[src/rtl/multicycle_control_fsm_pkg.sv]
// Shared definitions for the multi-cycle RV32I control unit: opcodes, FSM states,
// instruction classes and datapath mux encodings.
package mc_ctrl_pkg;

    localparam logic [6:0] OP_ARITH     = 7'b0110011;
    localparam logic [6:0] OP_ARITH_IMM = 7'b0010011;
    localparam logic [6:0] OP_LOAD      = 7'b0000011;
    localparam logic [6:0] OP_STORE     = 7'b0100011;
    localparam logic [6:0] OP_JAL       = 7'b1101111;
    localparam logic [6:0] OP_JALR      = 7'b1100111;
    localparam logic [6:0] OP_BRANCH    = 7'b1100011;
    localparam logic [6:0] OP_ECALL     = 7'b1110011;

    typedef enum logic [2:0] {
        S_IF   = 3'd0,
        S_ID   = 3'd1,
        S_EX   = 3'd2,
        S_MEM  = 3'd3,
        S_MUL  = 3'd4,
        S_WB   = 3'd5,
        S_HALT = 3'd6,
        S_ERR  = 3'd7
    } state_e;

    typedef enum logic [3:0] {
        CL_ARITH     = 4'd0,
        CL_ARITH_IMM = 4'd1,
        CL_LOAD      = 4'd2,
        CL_STORE     = 4'd3,
        CL_JAL       = 4'd4,
        CL_JALR      = 4'd5,
        CL_BRANCH    = 4'd6,
        CL_ECALL     = 4'd7,
        CL_ILLEGAL   = 4'd8
    } op_class_e;

    typedef enum logic [1:0] {
        PC_PLUS4  = 2'd0,
        PC_BRANCH = 2'd1,
        PC_ALU    = 2'd2
    } pc_src_e;

    typedef enum logic [1:0] {
        WB_ALU = 2'd0,
        WB_MEM = 2'd1,
        WB_PC4 = 2'd2
    } wb_sel_e;

    typedef enum logic [1:0] {
        ALU_B_RS2  = 2'd0,
        ALU_B_IMM  = 2'd1,
        ALU_B_FOUR = 2'd2
    } alu_b_e;

    typedef enum logic [1:0] {
        ERR_NONE    = 2'd0,
        ERR_IMEM    = 2'd1,
        ERR_DMEM    = 2'd2,
        ERR_ILLEGAL = 2'd3
    } err_e;

endpackage

[src/rtl/multicycle_control_fsm_decode.sv]
// mc_decode: combinational opcode-to-class mapping used by the control FSM in ID.
module mc_decode
    import mc_ctrl_pkg::*;
(
    input  logic [6:0] opcode,
    output op_class_e  op_class
);

    always_comb begin
        op_class = CL_ILLEGAL;
        case (opcode)
            OP_ARITH:     op_class = CL_ARITH;
            OP_ARITH_IMM: op_class = CL_ARITH_IMM;
            OP_LOAD:      op_class = CL_LOAD;
            OP_STORE:     op_class = CL_STORE;
            OP_JAL:       op_class = CL_JAL;
            OP_JALR:      op_class = CL_JALR;
            OP_BRANCH:    op_class = CL_BRANCH;
            OP_ECALL:     op_class = CL_ECALL;
            default:      op_class = CL_ILLEGAL;
        endcase
    end

endmodule

[src/rtl/multicycle_control_fsm.sv]
// Multi-cycle RV32I control FSM (IF/ID/EX/MEM/MUL/WB/HALT/ERR) with cache-ready timeouts.
// Optional M-extension sequencing through the MUL state when RV32M_EN is defined.
module multicycle_control_fsm
    import mc_ctrl_pkg::*;
#(
    parameter int unsigned MEM_TIMEOUT = 255,
    parameter int unsigned MUL_LATENCY = 4
) (
    input  logic       clk,
    input  logic       reset,
    input  logic [6:0] opcode,
    input  logic       funct7_0,
    input  logic       bcond,
    input  logic       halt_cond,
    input  logic       imem_ready,
    input  logic       dmem_ready,
    output logic       imem_req,
    output logic       dmem_req,
    output logic       dmem_we,
    output logic       ir_write,
    output logic       pc_write,
    output logic [1:0] pc_src,
    output logic       alu_src_a,
    output logic [1:0] alu_src_b,
    output logic       reg_write,
    output logic [1:0] wb_sel,
    output logic       mul_start,
    output logic       halted,
    output logic [1:0] err_code,
    output logic [2:0] state
);

    // The wait counter saturates at 255, so larger timeouts collapse onto that value.
    localparam logic [7:0] TIMEOUT_CNT = (MEM_TIMEOUT > 255) ? 8'd255 : 8'(MEM_TIMEOUT);
    localparam bit         TIMEOUT_EN  = (MEM_TIMEOUT != 0);

    state_e    state_q, state_d;
    op_class_e class_q;
    op_class_e dec_class;
    err_e      err_q, err_d;
    logic [7:0] wait_cnt;
    logic       timeout_hit;

`ifdef RV32M_EN
    localparam logic [7:0] MUL_LAST = 8'(MUL_LATENCY - 1);
    logic       mul_q;
    logic [7:0] mul_cnt;
`else
    logic unused_rv32m;
    assign unused_rv32m = funct7_0 | (MUL_LATENCY == 0);
`endif

    mc_decode u_decode (
        .opcode   (opcode),
        .op_class (dec_class)
    );

    assign timeout_hit = TIMEOUT_EN && (wait_cnt == TIMEOUT_CNT);

    always_ff @(posedge clk) begin
        if (reset) begin
            state_q  <= S_IF;
            class_q  <= CL_ARITH;
            err_q    <= ERR_NONE;
            wait_cnt <= '0;
`ifdef RV32M_EN
            mul_q    <= 1'b0;
            mul_cnt  <= '0;
`endif
        end else begin
            state_q <= state_d;
            err_q   <= err_d;
            if (state_q == S_ID) begin
                class_q <= dec_class;
`ifdef RV32M_EN
                mul_q   <= funct7_0 && (dec_class == CL_ARITH);
`endif
            end
            // Any state change clears the counter, so it is zero on entry to IF or MEM.
            if (state_d != state_q) begin
                wait_cnt <= '0;
            end else if ((state_q == S_IF || state_q == S_MEM) && wait_cnt != '1) begin
                wait_cnt <= wait_cnt + 8'd1;
            end
`ifdef RV32M_EN
            if (state_q == S_MUL) begin
                mul_cnt <= mul_cnt + 8'd1;
            end else begin
                mul_cnt <= '0;
            end
`endif
        end
    end

    always_comb begin
        state_d   = state_q;
        err_d     = err_q;
        imem_req  = 1'b0;
        dmem_req  = 1'b0;
        dmem_we   = 1'b0;
        ir_write  = 1'b0;
        pc_write  = 1'b0;
        pc_src    = PC_PLUS4;
        alu_src_a = 1'b0;
        alu_src_b = ALU_B_RS2;
        reg_write = 1'b0;
        wb_sel    = WB_ALU;
        mul_start = 1'b0;

        case (state_q)
            S_IF: begin
                imem_req = 1'b1;
                if (imem_ready) begin
                    ir_write = 1'b1;
                    state_d  = S_ID;
                end else if (timeout_hit) begin
                    state_d = S_ERR;
                    err_d   = ERR_IMEM;
                end
            end

            // ID works on the live decode; everything after uses the latched class.
            S_ID: begin
                case (dec_class)
                    CL_ECALL: begin
                        if (halt_cond) begin
                            state_d = S_HALT;
                        end else begin
                            pc_write = 1'b1;
                            pc_src   = PC_PLUS4;
                            state_d  = S_IF;
                        end
                    end
                    CL_ILLEGAL: begin
                        state_d = S_ERR;
                        err_d   = ERR_ILLEGAL;
                    end
                    default: state_d = S_EX;
                endcase
            end

            S_EX: begin
                alu_src_a = (class_q != CL_JAL);
                case (class_q)
                    CL_ARITH, CL_BRANCH: alu_src_b = ALU_B_RS2;
                    CL_JAL:              alu_src_b = ALU_B_FOUR;
                    default:             alu_src_b = ALU_B_IMM;
                endcase
                case (class_q)
                    CL_LOAD, CL_STORE: state_d = S_MEM;
                    CL_BRANCH: begin
                        pc_write = 1'b1;
                        pc_src   = bcond ? PC_BRANCH : PC_PLUS4;
                        state_d  = S_IF;
                    end
                    default: begin
`ifdef RV32M_EN
                        if (mul_q) begin
                            mul_start = 1'b1;
                            state_d   = S_MUL;
                        end else begin
                            state_d = S_WB;
                        end
`else
                        state_d = S_WB;
`endif
                    end
                endcase
            end

            S_MEM: begin
                dmem_req = 1'b1;
                dmem_we  = (class_q == CL_STORE);
                if (dmem_ready) begin
                    if (class_q == CL_STORE) begin
                        pc_write = 1'b1;
                        pc_src   = PC_PLUS4;
                        state_d  = S_IF;
                    end else begin
                        state_d = S_WB;
                    end
                end else if (timeout_hit) begin
                    state_d = S_ERR;
                    err_d   = ERR_DMEM;
                end
            end

`ifdef RV32M_EN
            S_MUL: begin
                if (mul_cnt == MUL_LAST) begin
                    state_d = S_WB;
                end
            end
`endif

            S_WB: begin
                reg_write = 1'b1;
                pc_write  = 1'b1;
                case (class_q)
                    CL_LOAD: wb_sel = WB_MEM;
                    CL_JAL: begin
                        wb_sel = WB_PC4;
                        pc_src = PC_BRANCH;
                    end
                    CL_JALR: begin
                        wb_sel = WB_PC4;
                        pc_src = PC_ALU;
                    end
                    default: wb_sel = WB_ALU;
                endcase
                state_d = S_IF;
            end

            S_HALT, S_ERR: state_d = state_q;

            default: state_d = S_IF;
        endcase
    end

    assign halted   = (state_q == S_HALT);
    assign err_code = err_q;
    assign state    = state_q;

endmodule

[config.mk]
export PLATFORM = sky130hd
export DESIGN_NAME = multicycle_control_fsm
export DESIGN_NICKNAME = d
export VERILOG_FILES = /design/src/rtl/multicycle_control_fsm_pkg.sv /design/src/rtl/multicycle_control_fsm_decode.sv /design/src/rtl/multicycle_control_fsm.sv
export SDC_FILE = /design/constraint.sdc
export NUM_CORES = 1
export LEC_CHECK = 0
export ABC_AREA = 1
export CORE_MARGIN = 5
export CORE_UTILIZATION = 40
export DETAILED_ROUTE_END_ITERATION = 10
export DONT_BUFFER_PORTS = 1
export PLACE_DENSITY = 0.53
export SKIP_LAST_GASP = 1
export SLEW_MARGIN = 5
export SYNTH_ARGS = -nofsm -noshare
export SYNTH_HDL_FRONTEND = slang
export SYNTH_HIERARCHICAL = 1
export SYNTH_SLANG_ARGS = --single-unit
[constraint.sdc]
create_clock -name clk -period 1.6 [get_ports clk]
set_input_delay 0.08 -clock clk [delete_from_list [all_inputs] [get_ports clk]]
set_output_delay 0.08 -clock clk [all_outputs]
set_load 0.03 [all_outputs]
==> key figures, run 1 <==
Synth
  – Syn. warnings: 6
  – Synth top cells by count: nand2_1 (61), inv_1 (39), nor2_1 (32)
  – Post-synth top area cell: dfxtp_1
  – Asr flop ratio synth: 0%
  – Mean Syn Cell Area: 6.02 um^2
  – Syn Nets: 244
  – Cell with the most instances after synthesis: nand2_1
  – Post-synth EDFFs: 0
  – Post-synthesis cell count: 229
  – #FFs+latches synth: 17
  – Synth top area share: 24.7%
  – Post-synth top flop: dfxtp_1
  – Synth unique cells: 27
  – Post-synthesis sequential area ratio: between 20% and 30%
  – Mapped Area: ~1400 um^2
  – Largest cells by area after synthesis: dfxtp_1 (25%), nand2_1 (17%), inv_1 (11%), nor2_1 (8.7%), nand3_1 (6.2%)

GRT
  – Vias in the first global route: roughly 1300
  – First-pass GRT wire length: around 5400 um
  – GRT Util Overall: 14.9%
  – GR Overflow Total: 0
  – Initial antenna violation count: 0
  – Largest net degree at the start of global routing: 11
  – GR Util met1: 19.2%
  – GR peak layer: met2
  – GR Layer Usage met2: around 25%
  – Met3 Track Usage GR: 2.27%

Drt
  – Via/cell ratio: approximately 4.5
  – DR iter-0 viols: approximately 70
  – DRT Wirelength: between 3000 and 4000 um
  – Final ANT Viol Nets: 0
  – DRC: 0
  – Pre-antenna DRT Iters: 4
  – Via count: about 1400
  – Routed len/inst: a little over 10 um

CTS
  – Clk slew on worst S/H paths: around 0.10 ns
  – Cts bufs inserted: 3
  – CTS tree: built
  – Clk_lat worst skew: 0.29 ns
  – H-tree levels: 1
  – Clock root buffer: clkbuf_4
  – Max clock buf depth: 2
  – Clock Sinks: 17

Floorplan
  – Die H: 68.7 um
  – Io pins: 34
  – Initial Utilization: approximately 41%
  – Chip Width: just under 70 um
  – Die area: around 4700 um^2
  – Cell row count: 21
  – Core area: ~3300 um^2

Cells and area
  – Share of layout cells above drive strength 1: a little under two fifths
  – Cell area after layout: 1880 um^2
  – Fillers: about 350
  – Layout overhead on the synthesized area: 36.4%
  – Footprint of the multi-input gates: 968 um^2
  – Antenna Cells: 0
  – Register area: about 350 um^2
  – Nets: approximately 290
  – Fin cells: roughly 320

STA
  – Period Utilization, post-route: 95.4%
  – Final Skew: between 0.005 and 0.006 ns
  – FMAX: ~650 MHz
  – Slew Limit Fails: 0
  – Final setup violation count: 0
  – Slack of the critical path: around 0.073 ns
  – Setup repair after global routing missed its margin: true
  – Fin. Hold Viols: 0
  – Min Tclk post-route: around 1.5 ns

Hold path
  – Hold_sp: opcode[4]
  – Hold path depth: 5
  – Hold crit path type: primary input to register
  – Endpoint, Worst Hold: class_q[1]

Setup path
  – FF-to-FF setup slack: ~0.073 ns
  – Crit start category: register
  – Setup crit end kind: register
  – Worst R2R Start: state[0]
  – Worst r2r path cells: 10
  – CP arrival: 1.76 ns
  – Worst R2R End: wait_cnt[7]
  – Max FO, Critical Path: 8
  – Kind of critical path: register to register
  – WP data required: between 1.5 and 2 ns

Place
  – Post-DP Area: about 1700 um^2
  – Gpl congestion: around 0.81
  – Port Buffer Count: 0
  – Post-place setup slack: about 0.016 ns
  – Detailed placement HPWL: 2600 um
  – DP Cell Count: 306

Pwr
  – Power density over cell area: approximately 1600 nW/um^2
  – Worst IR drop on VDD: 0.529 mV
  – Pleak: a little over 0.9 nW

Run
  – Maxcap violations: 0

Outcome
  – Status: finished, final reports clean
critical path, cell delays in order, from the launching register on:
cell	delay, ns
dfxtp_4	0.40
buf_6	0.10
nand2_2	0.04
or2_1	0.22
o21ai_1	0.08
nand2_1	0.12
nand3_2	0.11
nand2_2	0.06
nand2_2	0.09
nand3_4	0.14
nor2_1	0.12
state kept, by name (all words and copies together) (netlist names):
signal and cells:
class_q 4, wait_cnt 8, state 3, err_code 2
per-layer routing:
layer | part of all wire [%] | up-vias | wire length (um)
li1 | - | 782 | -
met1 | 46 | 616 | 1520
met2 | 46 | 27 | 1520
met3 | 6.0 | 5 | 196
met4 | 1.4 | 0 | 46
met5 | 0 | - | 0
cell families after synthesis:
| kind of cell | after synthesis | share of synthesized area (%) |
|---|---|---|
| other | 1 | 0.272 |
| DFF | 17 | 24.7 |
| and+or+nand+nor | 138 | 48.5 |
| adders and majority gates | 1 | 0.907 |
| buffers and inverters | 43 | 12.5 |
| xor gates and xnor gates | 7 | 4.45 |
| AOI/OAI and AO/OA | 22 | 8.62 |
power by group:
part           internal [mW]  switching (mW)
combinational          0.813            1.20
sequential             0.541           0.154
clock                 0.0931           0.135
total                   1.45            1.49
area by class of cell:
cell class,instances,share of cell area (%)
Inverter,41,8.45
Multi-Input combinational cell,169,51.5
Clock inverter,1,0.266
Clock buffer,3,1.20
Sequential cell,17,18.8
Tap cell,46,3.06
Timing Repair Buffer,41,16.7
layout by cell type, fill, tap and decap left out, types with 2 or more instances in the layout:
| cell type | count |
|---|---|
| nand2_1 | 52 |
| buf_4 | 39 |
| inv_1 | 38 |
| nor2_1 | 22 |
| nand2_2 | 16 |
| nand3_1 | 15 |
| nor2_4 | 12 |
| dfxtp_1 | 12 |
| a21oi_1 | 10 |
| nor2_2 | 9 |
| o21ai_0 | 7 |
| nand3_2 | 5 |
| xor2_1 | 5 |
| clkbuf_4 | 3 |
| dfxtp_4 | 3 |
| inv_4 | 2 |
| nand2_4 | 2 |
| xnor2_1 | 2 |
| dfxtp_2 | 2 |
how the worst max path moves through the flow:
stage                    from          end  depth (start not counted)
floorplan            state[2]    pc_src[0]                          4
global placement    opcode[1]  wait_cnt[6]                         17
detailed placement  opcode[4]  wait_cnt[3]                         16
CTS                  state[0]     pc_write                          8
global route         state[0]  wait_cnt[7]                         10
finish               state[0]  wait_cnt[7]                         10
metrics by stage:
stage          TNS [ns]  power, mW  utilization [%]  hold WS [ns]
2_1_floorplan    -0.103       1.84                -         0.142
3_3_place_gp          0       2.36             50.7         0.147
3_5_place_dp          0       2.36             50.7         0.147
4_1_cts               0       2.70             53.1        0.0850
5_1_grt          -0.138       3.21             56.4         0.130
6_report              0       2.94             56.4        0.0963
repair_timing:
item / in CTS / in global routing
buffers inserted: 4 / 4
endpoints found under the hold margin: 8 / 0
resized for setup: 4 / 29
pin swaps: 0 / 13
setup endpoints to repair: 5 / 12
hold buffers: 1 / 0
Power figures use the tool's default switching activity.
==> run 2, diff against run 1 <==
- CORE_ASPECT_RATIO: default -> 1.1
==> key figures, run 2 (synthesized netlist as in run 1, its figures left out) <==
Outcome
  – Status: finished, final reports clean

STA
  – FMAX: 652 MHz (-0.38%)
  – Sum Neg Setup Slack: 0 ns (unchanged)
  – Final Skew: 0.00131 ns (-0.00432 ns)
  – Period Utilization, post-route: 95.8% (+0.36 points)
  – Fin. Hold Viols: 0 (unchanged)
  – Final setup violation count: 0 (unchanged)
  – Setup repair after global routing missed its margin: true
  – Min Tclk post-route: 1.53 ns (+0.00579 ns)
  – Slack of the critical path: 0.0671 ns (-0.00579 ns)
  – Slew Limit Fails: 0 (unchanged)

Place
  – Gpl congestion: 0.775 (-3.8%)
  – Post-place setup slack: 0.00372 ns (-0.0127 ns)
  – Port Buffer Count: 0 (unchanged)
  – Detailed placement HPWL: 2580 um (-0.93%)

Setup path
  – Kind of critical path: register to output port
  – Launch point of the critical path: state[2]
  – CP bufs+invs: 2 (+1)
  – Worst R2R End: wait_cnt[1]
  – CP peak stage delay: 0.36 ns (-0.04 ns)
  – Slowest CP cell: dfxtp_4
  – Critical path's top delay family: flip-flops
  – FF-to-FF setup slack: 0.11 ns (+0.04 ns)
  – Crit start category: register
  – CP Cell Sequence: buf_4, nor2_4, nand2_4, nor2_4, a21oi_1, o211ai_1, buf_4
  – WP data required: 1.52 ns (-0.32 ns)
  – Worst r2r path cells: 11 (+1)
  – Setup crit end kind: output port
  – Worst setup endpoint: pc_write
  – Max FO, Critical Path: 6 (-2)
  – Worst R2R Start: wait_cnt[0]
  – Worst path depth: 7 (-3)
  – CP arrival: 1.45 ns (-0.31 ns)

Drt
  – DR iter-0 viols: 37 (-46%)
  – Via/cell ratio: 4.54 (+0.93%)
  – Via count: 1416 (-0.98%)
  – DRC: 0 (unchanged)
  – Pre-antenna DRT Iters: 4 (unchanged)
  – Final ANT Viol Nets: 0 (unchanged)
  – DRT Wirelength: 3170 um (-3.4%)
  – Routed len/inst: 10.2 um (-1.5%)

CTS
  – Clk_lat worst skew: 0.29 ns (about the same)
  – H-tree levels: 1 (unchanged)
  – CTS tree: built
  – Clock Sinks: 17 (unchanged)
  – Clock root buffer: clkbuf_4
  – Clk slew on worst S/H paths: 0.11 ns (about the same)
  – Cts bufs inserted: 3 (unchanged)
  – Max clock buf depth: 2 (unchanged)

Floorplan
  – Core area: 3330 um^2 (-0.19%)
  – Die H: 71.6 um (+4.2%)
  – Io pins: 34 (unchanged)
  – Die area: 4720 um^2 (about the same)
  – Chip Width: 66.0 um (-4.0%)
  – Initial Utilization: 41.4% (+0.078 points)
  – Cell row count: 22 (+4.8%)

Pwr
  – Total internal power: 1.28 mW (-12%)
  – Final Power: 2.67 mW (-9.1%)
  – Worst IR drop on VDD: 0.728 mV (+38%)
  – Pleak: 0.877 nW (-4.8%)
  – Net Sw Power: 1.39 mW (-6.6%)
  – Sequential Power Share: 25.8% (+2.2 points)
  – Power density over cell area: 1480 nW/um^2 (-5.0%)
  – Logic pwr share: 65.3% (-3.3 points)
  – Switching Fraction: 52.1% (+1.4 points)
  – Clock Power Share: 8.8% (+1.0 points)

Cells and area
  – Max reg flops: 8 (unchanged)
  – Antenna Cells: 0 (unchanged)
  – Most common cell after layout, fill and taps aside: nand2_1
  – Footprint of the multi-input gates: 941 um^2 (-2.8%)
  – Register area: 359 um^2 (+1.4%)
  – Nets: 280 (-2.8%)
  – Fillers: 359 (+1.7%)
  – Layout overhead on the synthesized area: 30.6%
  – Most frequent cells in the layout: nand2_1 (58), inv_1 (39), buf_4 (31)
  – Share of layout cells above drive strength 1: 33.0% (-3.8 points)
  – Biggest register: wait_cnt

Hold path
  – Hold crit path type: primary input to register

GRT
  – Vias in the first global route: 1235 (-5.7%)
  – First-pass GRT wire length: 5200 um (-3.2%)
  – GRT Util Overall: 13.6% (-1.3 points)
  – GR Overflow Total: 0 (unchanged)
  – Largest net degree at the start of global routing: 11 (unchanged)
  – Initial antenna violation count: 0 (unchanged)

Run
  – Maxcap violations: 0 (unchanged)
-- run 2: worst min path at each step --
stage                     start         end  cells after the start
after floorplan           reset    state[0]                      1
after global placement    reset    state[0]                      1
after detailed placement  reset    state[0]                      1
after CTS                 reset  class_q[2]                      3
after global routing      reset    state[1]                      2
final                     reset  class_q[2]                      3
-- run 2: timing repair --
| item | in CTS | in global routing |
|---|---|---|
| setup buffers | 1 | 3 |
| hold buffers | 1 | 0 |
| hold endpoints to repair | 3 | 0 |
| endpoints found under the setup margin | 4 | 17 |
| resized for setup | 2 | 25 |
| pin swaps | 0 | 6 |
-- run 2: layer usage --
metal / vias to the layer above / global-route usage, % / share of wire [%]
li1: 769 / - / -
met5: - / 0 / 0
met3: 4 / 3.45 / 5.6
met4: 0 / 4.06 / 1.2
met2: 22 / 22.6 / 48
met1: 621 / 17.3 / 46
-- run 2: power by group through the flow --
stage,combinational [mW],sequential (mW),clock (mW)
3_5_place_dp,1.60,0.694,0
2_1_floorplan,1.10,0.732,0
5_1_grt,1.91,0.711,0.263
3_3_place_gp,1.59,0.697,0
4_1_cts,1.66,0.662,0.244
6_report,1.74,0.690,0.236
-- run 2: cell type report --
cell class | count | share of cell area (%)
inverter | 41 | 8.83
clock buffer | 3 | 1.25
tap | 48 | 3.34
clock inverter | 1 | 0.278
multi-input combinational | 169 | 52.3
timing repair buffer | 33 | 14.1
sequential | 17 | 19.9
-- run 2: worst min-delay path: stages --
cell     delay [ns]
inv_1          0.07
o21ai_0        0.08
a21oi_1        0.04
-- run 2: through the flow --
step / area (um^2) / cells / hold slack (ns) / utilization [%]
floorplan: 1410 / 229 / 0.142 / -
global placement: 1660 / 303 / 0.144 / 49.7
detailed placement: 1660 / 303 / 0.147 / 49.7
CTS: 1710 / 309 / 0.00538 / 51.3
global route: 1800 / 312 / 0.00684 / 54.1
finish: 1800 / 312 / 0.00541 / 54.1
==> run 3, diff against run 2 <==
- CORE_MARGIN: 5 -> 2
- GPL_ROUTABILITY_DRIVEN: default -> 0
- REMOVE_ABC_BUFFERS: default -> 1
==> key figures, run 3 (synthesized netlist as in run 1, its figures left out) <==
Drt
  – Final ANT Viol Nets: 0 (unchanged)
  – DRC: 0 (unchanged)
  – DRT Wirelength: 3010 um (-4.9%)
  – Pre-antenna DRT Iters: 4 (unchanged)
  – Via count: 1422 (+0.42%)
  – Routed len/inst: 9.54 um (-6.1%)
  – Via/cell ratio: 4.50 (-0.85%)
  – DR iter-0 viols: 46 (+24%)

CTS
  – Cts bufs inserted: 3 (unchanged)
  – Clock root buffer: clkbuf_4
  – CTS tree: built
  – Clk_lat worst skew: 0.30 ns (about the same)
  – Clock Sinks: 17 (unchanged)
  – H-tree levels: 1 (unchanged)
  – Max clock buf depth: 2 (unchanged)
  – Clk slew on worst S/H paths: 0.12 ns (about the same)

Floorplan
  – Die H: 65.6 um (-8.4%)
  – Initial Utilization: 41.4% (unchanged)
  – Die area: 3930 um^2 (-17%)
  – Io pins: 34 (unchanged)
  – Chip Width: 60.0 um (-9.1%)
  – Core area: 3330 um^2 (unchanged)
  – Cell row count: 22 (unchanged)

Setup path
  – CP Cell Sequence: inv_6, nor2_4, nand2_2, buf_6, nor2_4, a21oi_2, o211ai_1, buf_4
  – Critical path's top delay family: flip-flops
  – Max FO, Critical Path: 7 (+1)
  – CP peak stage delay: 0.43 ns (+0.07 ns)
  – CP bufs+invs: 3 (+1)
  – Kind of critical path: register to output port
  – CP arrival: 1.51 ns (+0.06 ns)
  – Slowest CP cell: dfxtp_4
  – Top cell by count, worst path: nor2_4
  – FF-to-FF setup slack: 0.10 ns (about the same)
  – Crit start category: register
  – WP data required: 1.52 ns (about the same)
  – Setup crit end kind: output port

STA
  – Final Skew: 0.0183 ns (+0.0170 ns)
  – Min Tclk post-route: 1.59 ns (+0.0614 ns)
  – Slack of the critical path: 0.00568 ns (-0.0614 ns)
  – Final setup violation count: 0 (unchanged)
  – Fin. Hold Viols: 0 (unchanged)
  – FMAX: 627 MHz (-3.9%)
  – Slew Limit Fails: 0 (unchanged)
  – Hold Slack: 0.0111 ns (+0.00567 ns)
  – Setup repair after global routing missed its margin: true
  – Period Utilization, post-route: 99.6% (+3.8 points)

Cells and area
  – Max reg flops: 8 (unchanged)
  – Share of layout cells above drive strength 1: 31.7% (-1.2 points)
  – Nets: 284 (+1.4%)
  – Antenna Cells: 0 (unchanged)
  – Most common cell after layout, fill and taps aside: nand2_1
  – Layout overhead on the synthesized area: 29.9%
  – Biggest register: wait_cnt
  – Most frequent cells in the layout: nand2_1 (58), inv_1 (39), buf_4 (35)

GRT
  – Initial antenna violation count: 0 (unchanged)
  – First-pass GRT wire length: 5020 um (-3.3%)
  – Largest net degree at the start of global routing: 11 (unchanged)
  – GRT Util Overall: 16.4% (+2.8 points)
  – GR Overflow Total: 0 (unchanged)
  – Vias in the first global route: 1206 (-2.3%)

Run
  – Maxcap violations: 0 (unchanged)

Hold path
  – Hold crit path type: primary input to register

Outcome
  – Status: finished, final reports clean

Pwr
  – Power density over cell area: 1480 nW/um^2 (-0.51%)
  – Pleak: 0.886 nW (+1.0%)
  – Worst IR drop on VDD: 0.684 mV (-6.0%)

Place
  – Post-place setup slack: 0.00930 ns (+0.00558 ns)
  – Port Buffer Count: 0 (unchanged)
  – Detailed placement HPWL: 2430 um (-5.8%)
run 3: worst register-to-register path, delay by kind of cell, from the launching register on:
family | cells | cell delay [ns]
DFF | 1 | 0.35
and+or+nand+nor | 9 | 1.11
run 3: final timing paths:
| kind | startpoint | endpoint | depth (start not counted) |
|---|---|---|---|
| worst max register to register | class_q[3] | wait_cnt[1] | 9 |
| worst min-delay path | reset | state[2] | 3 |
| worst max-delay path | state[0] | pc_write | 8 |
| worst min register to register | wait_cnt[1] | wait_cnt[1] | 4 |
run 3: metrics by stage:
step / instances / setup TNS [ns] / instance area [um^2] / power [mW] / utilization, %
finish: 316 / 0 / 1790 / 2.64 / 53.8
global route: 316 / -0.354 / 1790 / 2.86 / 53.8
CTS: 315 / -0.0197 / 1750 / 2.60 / 52.4
detailed placement: 308 / 0 / 1670 / 2.29 / 50.1
global placement: 308 / 0 / 1670 / 2.29 / 50.1
floorplan: 227 / -4.11 / 1360 / 1.78 / -
run 3: power by group:
part,switching (mW),internal (mW)
Sequential,0.149,0.540
Combinational,1.07,0.656
Clock,0.141,0.0929
Total,1.36,1.29
run 3: layout make-up:
type,instances,area (um^2)
Fill cell,347,1540
Multi-Input combinational cell,169,908
Sequential cell,17,353
Timing Repair Buffer,37,284
Inverter,41,159
Tap cell,48,60.1
Clock buffer,3,22.5
Clock inverter,1,5.00
run 3: timing repair:
item	CTS	global route
hold buffers	1	0
endpoints found under the hold margin	9	0
endpoints found under the setup margin	16	15
gates resized for setup	9	17
pin swaps	1	7
buffers inserted	2	1
run 3: routing by layer:
| metal | track usage [%] | vias to the layer above | part of all wire, % |
|---|---|---|---|
| met5 | 0 | - | 0 |
| li1 | - | 776 | - |
| met3 | 4.33 | 2 | 3.8 |
| met2 | 27.4 | 21 | 48 |
| met1 | 20.9 | 623 | 47 |
| met4 | 3.33 | 0 | 0.66 |
